===== src/rtl/lpif_arb_pkg.sv =====
// Shared types for the LPIF downstream protid arbiter: FSM encoding and debug-status layout.
// Pure declarations, no timing and no flow control of its own.
package lpif_arb_pkg;

    typedef enum logic [1:0] {
        ARB_IDLE  = 2'd0,
        ARB_LOCK  = 2'd1,
        ARB_DRAIN = 2'd2
    } arb_state_e;

    localparam int ARB_DBG_STATE_LSB = 0;
    localparam int ARB_DBG_OWNER_LSB = 2;
    localparam int ARB_DBG_OWNER_W   = 3;
    localparam int ARB_DBG_ABORT     = 5;
    localparam int ARB_DBG_CNT_LSB   = 16;
    localparam int ARB_DBG_CNT_W     = 16;

    // Message counter sticks at all-ones instead of wrapping.
    function automatic logic [15:0] sat_inc16(input logic [15:0] v);
        return (v == 16'hFFFF) ? v : v + 16'd1;
    endfunction

endpackage


===== src/rtl/lpif_dstrm_protid_arbiter_if.sv =====
// Requester-side and downstream-side flit handshake of the protid arbiter.
// Valid/ready on both sides; slave = arbiter view, master = environment view.
interface lpif_dstrm_protid_arbiter_if #(
    parameter int NUM_REQ      = 4,
    parameter int DATA_WIDTH   = 64,
    parameter int DVALID_WIDTH = 2,
    parameter int PROTID_WIDTH = 4
);
    logic [NUM_REQ-1:0]              req_valid;
    logic [NUM_REQ-1:0]              req_last;
    logic [NUM_REQ*DATA_WIDTH-1:0]   req_data;
    logic [NUM_REQ*DVALID_WIDTH-1:0] req_dvalid;
    logic [NUM_REQ-1:0]              req_ready;
    logic                            dstrm_ready;
    logic                            dstrm_valid;
    logic [PROTID_WIDTH-1:0]         dstrm_protid;
    logic [DATA_WIDTH-1:0]           dstrm_data;
    logic [DVALID_WIDTH-1:0]         dstrm_dvalid;

    modport slave (
        input  req_valid, req_last, req_data, req_dvalid, dstrm_ready,
        output req_ready, dstrm_valid, dstrm_protid, dstrm_data, dstrm_dvalid
    );

    modport master (
        output req_valid, req_last, req_data, req_dvalid, dstrm_ready,
        input  req_ready, dstrm_valid, dstrm_protid, dstrm_data, dstrm_dvalid
    );
endinterface


===== src/rtl/lpif_rr_pick.sv =====
// Round-robin pick: first set req_valid bit at or after rr_ptr, wrapping modulo NUM_REQ.
// Purely combinational, no backpressure.
module lpif_rr_pick #(
    parameter int NUM_REQ = 4,
    parameter int PTR_W   = 2
) (
    input  logic [NUM_REQ-1:0] req_valid,
    input  logic [PTR_W-1:0]   rr_ptr,
    output logic [PTR_W-1:0]   winner,
    output logic               any
);
    logic [PTR_W:0]   sum;
    logic [PTR_W-1:0] idx;

    assign any = |req_valid;

    // Walk from farthest to nearest so the slot closest to rr_ptr overwrites last.
    always_comb begin
        winner = '0;
        sum    = '0;
        idx    = '0;
        for (int i = NUM_REQ - 1; i >= 0; i--) begin
            sum = {1'b0, rr_ptr} + (PTR_W+1)'(i);
            if (sum >= (PTR_W+1)'(NUM_REQ)) begin
                sum = sum - (PTR_W+1)'(NUM_REQ);
            end
            idx = sum[PTR_W-1:0];
            if (req_valid[idx]) begin
                winner = idx;
            end
        end
    end
endmodule


===== src/rtl/lpif_dstrm_protid_arbiter.sv =====
// Shares one LPIF downstream flit channel among NUM_REQ requesters, locked per message, round-robin.
// Latency 1 cycle accept-to-output; holds the output flit while dstrm_ready is low, gated by tx_online.
module lpif_dstrm_protid_arbiter
    import lpif_arb_pkg::*;
#(
    parameter int NUM_REQ      = 4,
    parameter int DATA_WIDTH   = 64,
    parameter int DVALID_WIDTH = 2,
    parameter int PROTID_WIDTH = 4
) (
    input  logic                            clk_wr,
    input  logic                            rst_wr_n,
    input  logic                            tx_online,
    input  logic [NUM_REQ*PROTID_WIDTH-1:0] cfg_protid,
    lpif_dstrm_protid_arbiter_if.slave      bus,
    output logic [31:0]                     arb_debug_status
);
    localparam int OW = (NUM_REQ > 1) ? $clog2(NUM_REQ) : 1;

    typedef struct packed {
        logic [PROTID_WIDTH-1:0] protid;
        logic [DVALID_WIDTH-1:0] dvalid;
        logic [DATA_WIDTH-1:0]   data;
    } flit_t;

    arb_state_e   state_q, state_d;
    logic [OW-1:0] owner_q, owner_d;
    logic [OW-1:0] rr_q, rr_d;
    logic [OW-1:0] owner_nxt;
    logic [OW-1:0] winner;
    logic          any;
    logic          abort_q, abort_d;
    logic [15:0]   cnt_q, cnt_d;
    logic          ovld_q, ovld_d;
    flit_t         obuf_q, obuf_d, flit_mux;
    logic          obuf_free;
    logic [NUM_REQ-1:0] rdy;
    logic          accept;
    logic          own_last;

    lpif_rr_pick #(.NUM_REQ(NUM_REQ), .PTR_W(OW)) u_pick (
        .req_valid (bus.req_valid),
        .rr_ptr    (rr_q),
        .winner    (winner),
        .any       (any)
    );

    assign obuf_free = !ovld_q | bus.dstrm_ready;
    assign owner_nxt = (owner_q == OW'(NUM_REQ - 1)) ? '0 : owner_q + 1'b1;
    assign own_last  = bus.req_last[owner_q];
    assign accept    = |(bus.req_valid & rdy);

    always_comb begin
        rdy = '0;
        if (state_q == ARB_LOCK && tx_online && obuf_free) begin
            rdy[owner_q] = 1'b1;
        end
    end

    always_comb begin
        flit_mux.protid = cfg_protid[owner_q*PROTID_WIDTH +: PROTID_WIDTH];
        flit_mux.dvalid = bus.req_dvalid[owner_q*DVALID_WIDTH +: DVALID_WIDTH];
        flit_mux.data   = bus.req_data[owner_q*DATA_WIDTH +: DATA_WIDTH];
    end

    always_comb begin
        state_d = state_q;
        owner_d = owner_q;
        rr_d    = rr_q;
        abort_d = abort_q;
        cnt_d   = cnt_q;
        case (state_q)
            ARB_IDLE: begin
                if (tx_online && any) begin
                    state_d = ARB_LOCK;
                    owner_d = winner;
                end
            end
            ARB_LOCK: begin
                if (accept && own_last) begin
                    state_d = ARB_IDLE;
                    rr_d    = owner_nxt;
                    cnt_d   = sat_inc16(cnt_q);
                end else if (!tx_online) begin
                    // Link lost mid-message: the partial message is abandoned.
                    state_d = ARB_DRAIN;
                    abort_d = 1'b1;
                    rr_d    = owner_nxt;
                end
            end
            ARB_DRAIN: begin
                if (!ovld_q) begin
                    state_d = ARB_IDLE;
                end
            end
            default: state_d = ARB_IDLE;
        endcase
    end

    always_comb begin
        ovld_d = ovld_q;
        obuf_d = obuf_q;
        if (accept) begin
            ovld_d = 1'b1;
            obuf_d = flit_mux;
        end else if (obuf_free) begin
            ovld_d = 1'b0;
        end
    end

    always_ff @(posedge clk_wr) begin
        if (!rst_wr_n) begin
            state_q <= ARB_IDLE;
            owner_q <= '0;
            rr_q    <= '0;
            abort_q <= 1'b0;
            cnt_q   <= '0;
            ovld_q  <= 1'b0;
            obuf_q  <= '0;
        end else begin
            state_q <= state_d;
            owner_q <= owner_d;
            rr_q    <= rr_d;
            abort_q <= abort_d;
            cnt_q   <= cnt_d;
            ovld_q  <= ovld_d;
            obuf_q  <= obuf_d;
        end
    end

    always_comb begin
        arb_debug_status = '0;
        arb_debug_status[ARB_DBG_STATE_LSB +: 2]             = state_q;
        arb_debug_status[ARB_DBG_OWNER_LSB +: OW]            = owner_q;
        arb_debug_status[ARB_DBG_ABORT]                      = abort_q;
        arb_debug_status[ARB_DBG_CNT_LSB +: ARB_DBG_CNT_W]   = cnt_q;
    end

    assign bus.req_ready    = rdy;
    assign bus.dstrm_valid  = ovld_q;
    assign bus.dstrm_protid = obuf_q.protid;
    assign bus.dstrm_dvalid = obuf_q.dvalid;
    assign bus.dstrm_data   = obuf_q.data;
endmodule


===== src/flat_wrapper.sv =====
// flat-port wrapper written by rule: the top's interface ports become plain ports
module lpif_dstrm_protid_arbiter_flat import lpif_arb_pkg::*;
#(
    parameter int NUM_REQ      = 4,
    parameter int DATA_WIDTH   = 64,
    parameter int DVALID_WIDTH = 2,
    parameter int PROTID_WIDTH = 4
)
  (clk_wr, rst_wr_n, tx_online, cfg_protid, arb_debug_status, bus_req_valid, bus_req_last, bus_req_data, bus_req_dvalid, bus_dstrm_ready, bus_req_ready, bus_dstrm_valid, bus_dstrm_protid, bus_dstrm_data, bus_dstrm_dvalid);
  lpif_dstrm_protid_arbiter_if #(.NUM_REQ(NUM_REQ), .DATA_WIDTH(DATA_WIDTH), .DVALID_WIDTH(DVALID_WIDTH), .PROTID_WIDTH(PROTID_WIDTH)) bus_i ();
  input  logic clk_wr;
  input  logic rst_wr_n;
  input  logic tx_online;
  input  logic [NUM_REQ*PROTID_WIDTH-1:0] cfg_protid;
  output logic [31:0] arb_debug_status;
  input wire logic [$bits(bus_i.req_valid)-1:0] bus_req_valid;
  input wire logic [$bits(bus_i.req_last)-1:0] bus_req_last;
  input wire logic [$bits(bus_i.req_data)-1:0] bus_req_data;
  input wire logic [$bits(bus_i.req_dvalid)-1:0] bus_req_dvalid;
  input wire logic [$bits(bus_i.dstrm_ready)-1:0] bus_dstrm_ready;
  output wire logic [$bits(bus_i.req_ready)-1:0] bus_req_ready;
  output wire logic [$bits(bus_i.dstrm_valid)-1:0] bus_dstrm_valid;
  output wire logic [$bits(bus_i.dstrm_protid)-1:0] bus_dstrm_protid;
  output wire logic [$bits(bus_i.dstrm_data)-1:0] bus_dstrm_data;
  output wire logic [$bits(bus_i.dstrm_dvalid)-1:0] bus_dstrm_dvalid;
  assign bus_i.req_valid = bus_req_valid;
  assign bus_i.req_last = bus_req_last;
  assign bus_i.req_data = bus_req_data;
  assign bus_i.req_dvalid = bus_req_dvalid;
  assign bus_i.dstrm_ready = bus_dstrm_ready;
  assign bus_req_ready = bus_i.req_ready;
  assign bus_dstrm_valid = bus_i.dstrm_valid;
  assign bus_dstrm_protid = bus_i.dstrm_protid;
  assign bus_dstrm_data = bus_i.dstrm_data;
  assign bus_dstrm_dvalid = bus_i.dstrm_dvalid;
  lpif_dstrm_protid_arbiter #(.NUM_REQ(NUM_REQ), .DATA_WIDTH(DATA_WIDTH), .DVALID_WIDTH(DVALID_WIDTH), .PROTID_WIDTH(PROTID_WIDTH)) u_core (.clk_wr(clk_wr), .rst_wr_n(rst_wr_n), .tx_online(tx_online), .cfg_protid(cfg_protid), .bus(bus_i), .arb_debug_status(arb_debug_status));
endmodule

===== config.mk =====
export PLATFORM = sky130hd
export DESIGN_NAME = lpif_dstrm_protid_arbiter_flat
export DESIGN_NICKNAME = d
export VERILOG_FILES = /design/src/rtl/lpif_arb_pkg.sv /design/src/rtl/lpif_dstrm_protid_arbiter_if.sv /design/src/rtl/lpif_rr_pick.sv /design/src/rtl/lpif_dstrm_protid_arbiter.sv /design/src/flat_wrapper.sv
export SDC_FILE = /design/constraint.sdc
export NUM_CORES = 1
export LEC_CHECK = 0
export ABC_AREA = 0
export CORE_AREA = 2 2 153 155
export CTS_BUF_LIST = sky130_fd_sc_hd__clkbuf_8
export CTS_CLUSTER_SIZE = 25
export DETAILED_ROUTE_END_ITERATION = 8
export DIE_AREA = 0 0 155 157
export PLACE_DENSITY_LB_ADDON = 0.25
export RECOVER_POWER = 100
export SETUP_SLACK_MARGIN = 0.15
export SLEW_MARGIN = 0
export SYNTH_ARGS = -nofsm -noshare
export SYNTH_HDL_FRONTEND = slang
export SYNTH_SLANG_ARGS = --single-unit

===== constraint.sdc =====
create_clock -name clk_wr -period 4.38 [get_ports clk_wr]
set_clock_uncertainty 0.1 [all_clocks]
set_input_delay 0.876 -clock clk_wr [delete_from_list [all_inputs] [get_ports clk_wr]]
set_output_delay 0.876 -clock clk_wr [all_outputs]
set_load 0.02 [all_outputs]

Word level (Yosys, flattened, before mapping)
Cells that the tools add are included.

Flip-flop bits (word level): 94. Output and inout bits: 107. Word-level logic and storage cells: 90. Input bits: 292.

Equality and inequality tests: 8. Reduce and logical (&&, ||, !) cells: 15. Multiplexer cells: 31. Order comparisons: 10. Shifts and indexed selects: 3. Add/sub/neg operators: 9. Bitwise logic cells: 5.

Operators with widths (number): 256-bit by 9-bit variable part select with 64-bit output (1); 2-bit 2-to-1 mux (15); 16-bit by 1-bit adder with 16-bit output, second input constant (1); 16-bit equality test, second input constant (1); 16-bit by 5-bit variable part select with 4-bit output (1); 2-bit by 3-bit < comparator with 1-bit output, second input constant (5); 1-bit binary-select mux with 2-bit select (5); 3-bit >= comparator, second input constant (3); 3-bit AND reduction (3); 1-bit 2-to-1 mux (8); 4-bit OR reduction (2); 8-bit by 4-bit variable part select with 2-bit output (1); 2-bit by 1-bit subtractor with 2-bit output, second input constant (4); 2-bit by 2-bit adder with 3-bit output, second input constant (2); 2-bit case mux with 3 select lines (1); 1-bit logical AND (5); 4-bit AND (1); 2-bit equality test, second input constant (2); 4-bit 2-to-1 mux (1); 2-bit by 1-bit != test with 1-bit output, second input constant (2); 2-bit AND reduction (2); 2-bit by 1-bit adder with 3-bit output, second input constant (1); 2-bit by 3-bit >= comparator with 1-bit output, second input constant (1); 3-bit != test, second input constant (1); 10 further kinds (12).

Logic depth before layout (Yosys ltp)
Gate-level depths: netlist of run 1.

Depth after elaboration: 10. Depth in mapped cells: 10. Mapped depth without buffers: 7.

Cells and area by module
From an unflattened synthesis of run 1, not the netlist that was laid out.

Cells, all modules: 570. Area total of the unflattened synthesis: 5526.6 um2.

Modules (own cells, without submodules): lpif_dstrm_protid_arbiter (area an instance 5449.0 um2, seq. area each 1881.8 um2, cells each 557, instances 1); lpif_rr_pick (area an instance 77.6 um2, seq. area each 0.0 um2, cells each 13, instances 1).

Worst setup path after synthesis of run 1
Ideal clock, no wire load.

Kind: register -> output. From: register u_core.owner_q[0]. To: output port bus_req_ready[0]. Path slack: 1.873 ns. Required time: 3.404 ns. Path buffers: 2. Arrival time: 1.531 ns. Cell stages (with the launch flop): 6. Cells stage by stage: dfxtp_1 -> buf_2 -> buf_2 -> inv_1 -> ha_1 -> and2_1.

Cells in the longest elaborated chain, start to end: 5. Elaborated cells on any way between the ends: 6. Those cells by class: 2 x order compare; 3 x mux; 1 x reduce/logical.

RTL lines: start, declared (RTL line lpif_dstrm_protid_arbiter.sv:27) `logic [OW-1:0] owner_q, owner_d;`; start signal, assigned (RTL line lpif_dstrm_protid_arbiter.sv:122) `owner_q <= owner_d;`; 2-bit by 3-bit < comparator with 1-bit output (not written as such) or 2-bit by 1-bit >= comparator with 1-bit output (tied branches) (RTL line lpif_dstrm_protid_arbiter.sv:56) `rdy[owner_q] = 1'b1;`; 1-bit logical AND (not written as such) (RTL line lpif_dstrm_protid_arbiter.sv:56); 1-bit 2-to-1 mux (not written as such) (RTL line lpif_dstrm_protid_arbiter.sv:56); 1-bit demux with 2-bit select *; 4-bit 2-to-1 mux * (RTL line lpif_dstrm_protid_arbiter.sv:55) `if (state_q == ARB_LOCK && tx_online && obuf_free) begin`; end, declared (RTL line flat_wrapper.sv:21) `output wire logic [$bits(bus_i.req_ready)-1:0] bus_req_ready;`.

Mark *: on every way between the ends. The rest lies on a longest branch, timed or not.

Worst setup path in the final report of run 1
From: input port tx_online. To: output port bus_req_ready[0].

Cells in the longest elaborated chain, start to end: 3.

RTL lines: start, declared (RTL line flat_wrapper.sv:13) `input logic tx_online;`; 1-bit logical AND (2 in series) (RTL line lpif_dstrm_protid_arbiter.sv:55); 4-bit 2-to-1 mux (RTL line lpif_dstrm_protid_arbiter.sv:55).

Every way passes these cells.

==> out/results.txt, run 1 <==
The static power due to leakage is 3.48 nW, and the layout cell share with drive strength beyond 1 is 10.7%. The average instance area after synthesis is 9.78 µm². In the synthesized netlist, the cells that appear most often are nand2_1 (151), dfxtp_1 (94), a21oi_1 (89). For the overall die area, the log shows 24,300 µm². Yosys mapped a number of flops with a built-in enable equal to 0. Along the worst path, the maximum fanout reaches 5. The total of hold buffers inserted after clock tree synthesis came out at 0. For this configuration, the core starts out at a cell density of 24.3%. The tools report the count of instances resized after the clock tree is built as 0. The tools report the clock root buffer as clkbuf_8. Summing all flip-flop and latch instances after layout gives 1890 µm².

By area the synthesized netlist is led by dfxtp_1 (34%), mux4_2 (29%), nand2_1 (10%). The detail-routed net length per standard cell was 16.9 µm. The final count of pins violating max slew was 71; the maximum vdd drop was 118 µV. The most common flop cell mapped by yosys was dfxtp_1. After the first detailed-routing iteration, the DRC count stood at 177. The final instance area came out at 9690 µm². The highest routing layer actually used is met5.

Counting I/O delays and the setup requirement, the final critical path takes 3.61 ns. Dividing total power by cell area gives a power density of 212 nW/µm². The run finished, with violations left. The share of async-settable or async-resettable flops after synthesis is 0%, and the routed wire length on met2 is 10,700 µm.

The via count of the first global-routing pass came out at 5,668. The tools report the total number of yosys warnings as 0. Global routing used 16.2% of the available tracks across all layers.

The fraction of synthesized cell area taken by the top area cell type is 34.4%. The total iterations of the first detailed-routing run came out at 4. The maximum buffer depth of the clock tree came out at 2. The biggest area contributor in the post-synthesis netlist is dfxtp_1. The filler cells instantiated in the layout total 2,250. In the routed layout, each cell is associated on average with a via count of 4.65.

Synthesis handed over a netlist of 559 instances. The clock reaches the later pin of the worst-skew pair after 0.37 ns. In this run the post-CTS setup repair buffer count came out at 0. The count of nets left with antenna violations once routing finished came out at 0. The number of storage elements in the synthesis netlist works out to 94. Number of buffers created by CTS: 9. Maximum clock rate: 277 MHz.

Across all layers, the routed design uses 5,636 vias. The first global-routing pass estimated 30,600 µm of wire. The final reports fail on capacitance limit, slew limit. Yosys instantiated no cell more often than nand2_1. In this run the count of I/O pins placed on the die edge is 399.

The core box area is 22,500 µm², and the area added between synthesis and finish is 77.2%. The setup-violating endpoint count in the final report came out at 0. Measured against its own limit, the worst slew margin works out to -17.4%. STA classifies the critical path startpoint as an input port. The worst setup path is captured at a primary output. The final cycle utilization of the critical path was 82.5%.

The tools report the number of endpoints with negative hold slack in the final report as 0. The congestion estimate from routability-driven global placement came to 0.786. The clock transition time at the flip-flop clock pins of the worst setup and hold paths works out to 0.08 ns. The tightest min-delay check is of the flip-flop to flip-flop type.

Max-cap violations in this run came to 2. After detailed routing, the number of remaining DRC violations is 0. For the net total in the final layout, the log shows 1,219.

The count of buffers inserted at the top-level ports came out at 387. The floorplan has 55 rows. For the maximum level of the CTS H-tree, the log shows 3. The tools report the post-layout utilization of the core as 43.1%. For this block, wires on met1 add up to 7700 µm. The logs give 3290 µm² for the footprint of the multi-input gates and 3.40 ns for the required time of the worst setup path. Setup repair after global routing left no endpoint under its margin. The critical path is of the input port to primary output type. The initial antenna violation count came out at 2. The sum of overflow across all layers after global routing came out at 0. The antenna diode instance count is 0, and the final HPWL from detailed placement is 16,500 µm. Counting every sink on the clock net gives 94.

Post-synthesis cell type count: 42. The vertical extent of the die is 157 µm. The width of the die is 155 µm, and the sequential share of the synthesized area is 34.4%. The post-synthesis instance area is 5470 µm². The final routed wirelength across all metal layers came out at 20,500 µm. For the pin with the worst max-slew slack, the measured transition is 1.76 ns. Detailed routing placed a total of 1670 µm of wire on met3. For the final routed database, the setup TNS stands at 0 ns. Once placement finished, the instance area stood at 9540 µm². TritonCTS built the clock tree.

Entering global routing, the biggest net connects 71 pins. The tools report the critical path data arrival time as 2.64 ns.
metal layers:
layer | GRT usage, % | up-vias
li1 | - | 2736
met1 | 17.8 | 2643
met2 | 29.4 | 226
met3 | 4.79 | 27
met4 | 6.04 | 4
met5 | 0 | -
kinds of logic after synthesis:
logic type,Yosys count,share of synthesized area (%)
DFF,94,34.4
other,1,0.0686
AOI/OAI and AO/OA,111,11.1
and+or+nand+nor,208,17.3
muxes,75,30.0
buffers and inverters,63,5.63
adders and majority gates,5,1.14
xor gates and xnor gates,2,0.320
per-stage QoR:
| stage | setup slack, ns | power, W | instances | hold WS (ns) |
|---|---|---|---|---|
| 2_1_floorplan | 1.87 | 0.00115 | 569 | 0.342 |
| 3_3_place_gp | 0.780 | 0.00149 | 1196 | 0.341 |
| 3_5_place_dp | 0.739 | 0.00149 | 1196 | 0.345 |
| 4_1_cts | 0.733 | 0.00211 | 1212 | 0.359 |
| 5_1_grt | 0.543 | 0.00216 | 1212 | 0.371 |
| 6_report | 0.769 | 0.00205 | 1212 | 0.350 |
critical path, stage by stage:
cell and delay, ns:
clkdlybuf4s50_1 0.52, nand3b_1 0.15, nor2_1 0.24, and2_1 0.17, dlygate4sd3_1 0.67
registers in the layout, summed over array words and instances, names as in the netlist:
signal                   count
u_core.cnt_q                16
u_core.bus.dstrm_data       64
u_core.bus.dstrm_valid       1
u_core.rr_q                  2
u_core.bus.dstrm_dvalid      2
u_core.state_q               2
u_core.owner_q               2
u_core.abort_q               1
u_core.bus.dstrm_protid      4
worst paths after layout:
check             cells after the start                  endpoint  slack [ns]                     start
hold / removal                        2  u_core.bus.dstrm_data[9]        0.35  u_core.bus.dstrm_data[9]
hold reg to reg                       2  u_core.bus.dstrm_data[9]        0.35  u_core.bus.dstrm_data[9]
setup / recovery                      5          bus_req_ready[0]        0.77                 tx_online
setup reg to reg                      7          u_core.cnt_q[12]        0.88         u_core.owner_q[0]
report_power, final:
part	switching [W]	internal, W	leakage (nW)
Clock	0.000321	0.000278	0.104
Combinational	0.000189	0.000373	2.62
Sequential	0.0000154	0.000875	0.760
Total	0.000526	0.00153	3.48
layout by cell type (no fill, tap or decap), types with 2 or more instances in the layout:
master	synthesis	routed
clkdlybuf4s50_1	0	290
nand2_1	151	152
dlygate4sd3_1	0	97
dfxtp_1	94	93
a21oi_1	89	89
mux4_2	71	71
nor2_1	13	13
conb_1	1	11
inv_1	8	10
clkbuf_8	0	10
o21ai_0	7	8
or3_1	8	8
nand2b_1	5	5
o31ai_1	5	5
or4_1	5	5
ha_1	5	5
buf_4	14	5
and2_1	5	4
nand4_1	3	4
mux2i_1	4	4
nor4_1	3	3
nand3_1	3	3
clkbuf_1	29	3
nand3b_1	2	2
o21a_1	2	2
a31oi_1	2	2
nand4_2	3	2
xor2_1	2	2
final cells by class:
| cell class | count | area share (%) |
|---|---|---|
| Clock buffer | 10 | 1.42 |
| Multi-Input combinational cell | 412 | 33.9 |
| Sequential cell | 94 | 19.5 |
| Tap cell | 285 | 3.68 |
| Clock inverter | 6 | 0.633 |
| Inverter | 9 | 0.349 |
| Timing Repair Buffer | 396 | 40.5 |
(Power assumes the default switching activity.)
==> run 2, diff against run 1 <==
--- a/config.mk
+++ b/config.mk
@@ -6,11 +6,11 @@
 export NUM_CORES = 1
 export LEC_CHECK = 0
 export ABC_AREA = 0
-export CORE_AREA = 2 2 153 155
+export CORE_AREA = 2 2 155 157
 export CTS_BUF_LIST = sky130_fd_sc_hd__clkbuf_8
 export CTS_CLUSTER_SIZE = 25
 export DETAILED_ROUTE_END_ITERATION = 8
-export DIE_AREA = 0 0 155 157
+export DIE_AREA = 0 0 157 159
 export PLACE_DENSITY_LB_ADDON = 0.25
 export RECOVER_POWER = 100
 export SETUP_SLACK_MARGIN = 0.15
==> constraint.sdc (replaced) <==
create_clock -name clk_wr -period 3.1 [get_ports clk_wr]
set_clock_uncertainty 0.1 [all_clocks]
set_input_delay 0.62 -clock clk_wr [delete_from_list [all_inputs] [get_ports clk_wr]]
set_output_delay 0.62 -clock clk_wr [all_outputs]
set_load 0.02 [all_outputs]
==> out/results.txt, run 2 (synthesized netlist as in run 1, its figures left out) <==
The register with the most flip-flops in the layout has 64 of them. The area added between synthesis and finish is 79.0%, and the final count of pins violating max slew is 38. The number of buffers and inverters on the critical path is 2. For the antenna diode instance count, the log shows 0. IR analysis of the VDD net gives a maximum drop of 203 µV. Delay contributed by the slowest stage of the critical path: 0.73 ns.

Adding up every negative setup slack in the final design gives 0 ns. The number of endpoints with negative hold slack in the final report came out at 0. The flow ran to the end, but the final reports show violations. CTS saw 94 sinks. The required time of the worst setup path was 2.38 ns; the layout cell share with drive strength beyond 1 was 11.5%. The path class of the lowest-slack min-delay path is flip-flop to flip-flop. For the reg2reg setup slack, the log shows 0.44 ns. The clock root buffer was clkbuf_8. For the maximum level of the CTS H-tree, the log shows 3. Setup repair after global routing left no endpoint under its margin. The run gives 23.6% as the effective utilization at floorplan.

The setup path with the least slack is of type flip-flop to primary output. Launching element type of the critical path: a flip-flop. The pre-antenna-repair detailed-routing pass consisted of 4 iterations.

After layout, the design draws a total of 0.00294 W. Global routing finished with a remaining overflow of 0. The tools report the static power due to leakage as 3.52 nW.

Dividing the detail-routed wire length by the instance count gives 16.5 µm. After the first detailed-routing iteration, the DRC count stood at 185. Number of buffers created by CTS: 9.

TritonCTS built the clock tree. Setup violations remaining at the end of the flow were counted as 0. Worst setup path startpoint: u_core.owner_q[1]. The post-CTS setup repair buffer count is 0, and the clock latency on the worst-skew pair is 0.37 ns.

The tools report the worst slew margin relative to its limit as -20.1%. For this design, the slowest cell found on the critical path is clkdlybuf4s50_1. The run gives 25,000 µm² as the overall die area.

The kind of cell with the highest combined delay along the critical path is buffers and inverters. The overall track demand over capacity in global routing is 16.2%, and the worst reg-to-reg path cell count is 6. The logs give 367 MHz for the maximum clock rate and 9640 µm² for the instance area after placement. For the reported max-cap violation count, the log shows 1.

The run gives 20,600 µm as the final routed wirelength across all metal layers. The worst reg2reg path endpoint was u_core.bus.dstrm_data[19]. Type of element capturing the critical path: a primary output. The floorplan has 56 rows. Input and output buffers added on the ports amount to 387. The die is 159 µm tall. The most common cell after layout, fill and taps aside is clkdlybuf4s50_1. The worst register-to-register path begins at u_core.owner_q[0]. Cells fill 42.2% of the core in the end.

For the pin with the worst max-slew slack, the measured transition is 1.80 ns. The critical path data arrival time is 2.01 ns. Walking the worst path, the cells encountered are clkbuf_4, clkdlybuf4s50_1. In this run the remaining antenna-violating nets after routing total 0.

The first global-routing pass estimated 31,500 µm of wire. The tools report the total number of vias as 5,651. The initial antenna violation count came out at 1. DRC violation count after routing: 0. Counting buffers and inverters, the worst setup path is 2 cells deep. Along the worst path, the maximum fanout reaches 39.

The maximum buffer depth of the clock tree is 2. The areal power density over the cells is 300 nW/µm², and the final cycle utilization of the critical path is 88.0%. The net total in the final layout was 1,223; the clock transition time at the flip-flop clock pins of the worst setup and hold paths was 0.10 ns. The logs give 0.802 for the final weighted congestion in routability-driven placement and 23,200 µm² for the core box area. The checks that failed: capacitance limit, slew limit. In this run the count of I/O pins placed on the die edge is 399.

The die is 157 µm wide. Entering global routing, the biggest net connects 54 pins. The most critical setup path has its endpoint at arb_debug_status[3]. Once layout is done, the placed cells without fillers occupy 9780 µm². The run gives 5,817 as the via count of the first global-routing pass.

In the layout the commonest cells are clkdlybuf4s50_1 (292), nand2_1 (152), dfxtp_1 (92). The detailed-route vias per instance was 4.52; the final period demand of the worst path was 2.73 ns. The final HPWL from detailed placement is 16,500 µm.
run 2: changes by cell type in the layout (fill, tap and decap cells not counted), sizes merged:
cell           change
clkdlybuf4s50      +2
dlygate4sd3        -6
clkbuf             +4
inv                -1
dlymetal6s2s       +1
buf                +4
clkinvlp           -1
clkinv             +1
run 2: worst min-delay path, delay by kind of cell, from the launching register on:
family,cells,cell delay (ns)
AND/OR/NAND/NOR,1,0.05
flip-flops,1,0.32
AO/OA/AOI/OAI,1,0.05
run 2: final cells by class:
cell class / instances / area, µm²
Clock buffer: 11 / 151
Multi-Input combinational cell: 412 / 3290
Clock inverter: 5 / 57.6
Sequential cell: 94 / 1890
Inverter: 9 / 35.0
Fill cell: 2339 / 13400
Timing Repair Buffer: 400 / 3960
Tap cell: 319 / 399
run 2: worst min path at each step:
stage / startpoint / endpoint / slack [ns] / cells after the start
3_5_place_dp: u_core.bus.dstrm_data[42] / u_core.bus.dstrm_data[42] / 0.35 / 2
6_report: u_core.bus.dstrm_data[42] / u_core.bus.dstrm_data[42] / 0.35 / 2
2_1_floorplan: u_core.abort_q / u_core.abort_q / 0.34 / 2
5_1_grt: u_core.bus.dstrm_data[63] / u_core.bus.dstrm_data[63] / 0.37 / 2
3_3_place_gp: u_core.bus.dstrm_data[11] / u_core.bus.dstrm_data[11] / 0.34 / 2
4_1_cts: u_core.bus.dstrm_data[63] / u_core.bus.dstrm_data[63] / 0.36 / 2
run 2: timing repair:
item | 4_1_cts | 5_1_grt
hold buffers | 0 | 0
setup endpoints to repair | 4 | 4
gates resized for setup | 1 | 4
hold endpoints to repair | 0 | 0
run 2: report_power, final:
| group | leakage, nW | total [W] | internal (W) | switching (W) |
|---|---|---|---|---|
| clock | 0.111 | 0.000876 | 0.000418 | 0.000458 |
| sequential | 0.761 | 0.00126 | 0.00124 | 0.0000204 |
| combinational | 2.65 | 0.000805 | 0.000532 | 0.000273 |
| total | 3.52 | 0.00294 | 0.00219 | 0.000751 |
run 2: stage by stage:
step | std cells | setup WS, ns | hold WS [ns]
after floorplan | 569 | 0.612 | 0.342
after detailed placement | 1234 | 0.121 | 0.346
after CTS | 1250 | 0.173 | 0.359
after global placement | 1234 | 0.140 | 0.340
final | 1250 | 0.372 | 0.354
after global routing | 1250 | 0.176 | 0.372
run 2: routing by layer:
metal / global-route usage, % / wire length [µm]
met4: 4.84 / 401
met2: 28.4 / 10400
met1: 19.1 / 8220
met5: 0 / 0
met3: 4.27 / 1560
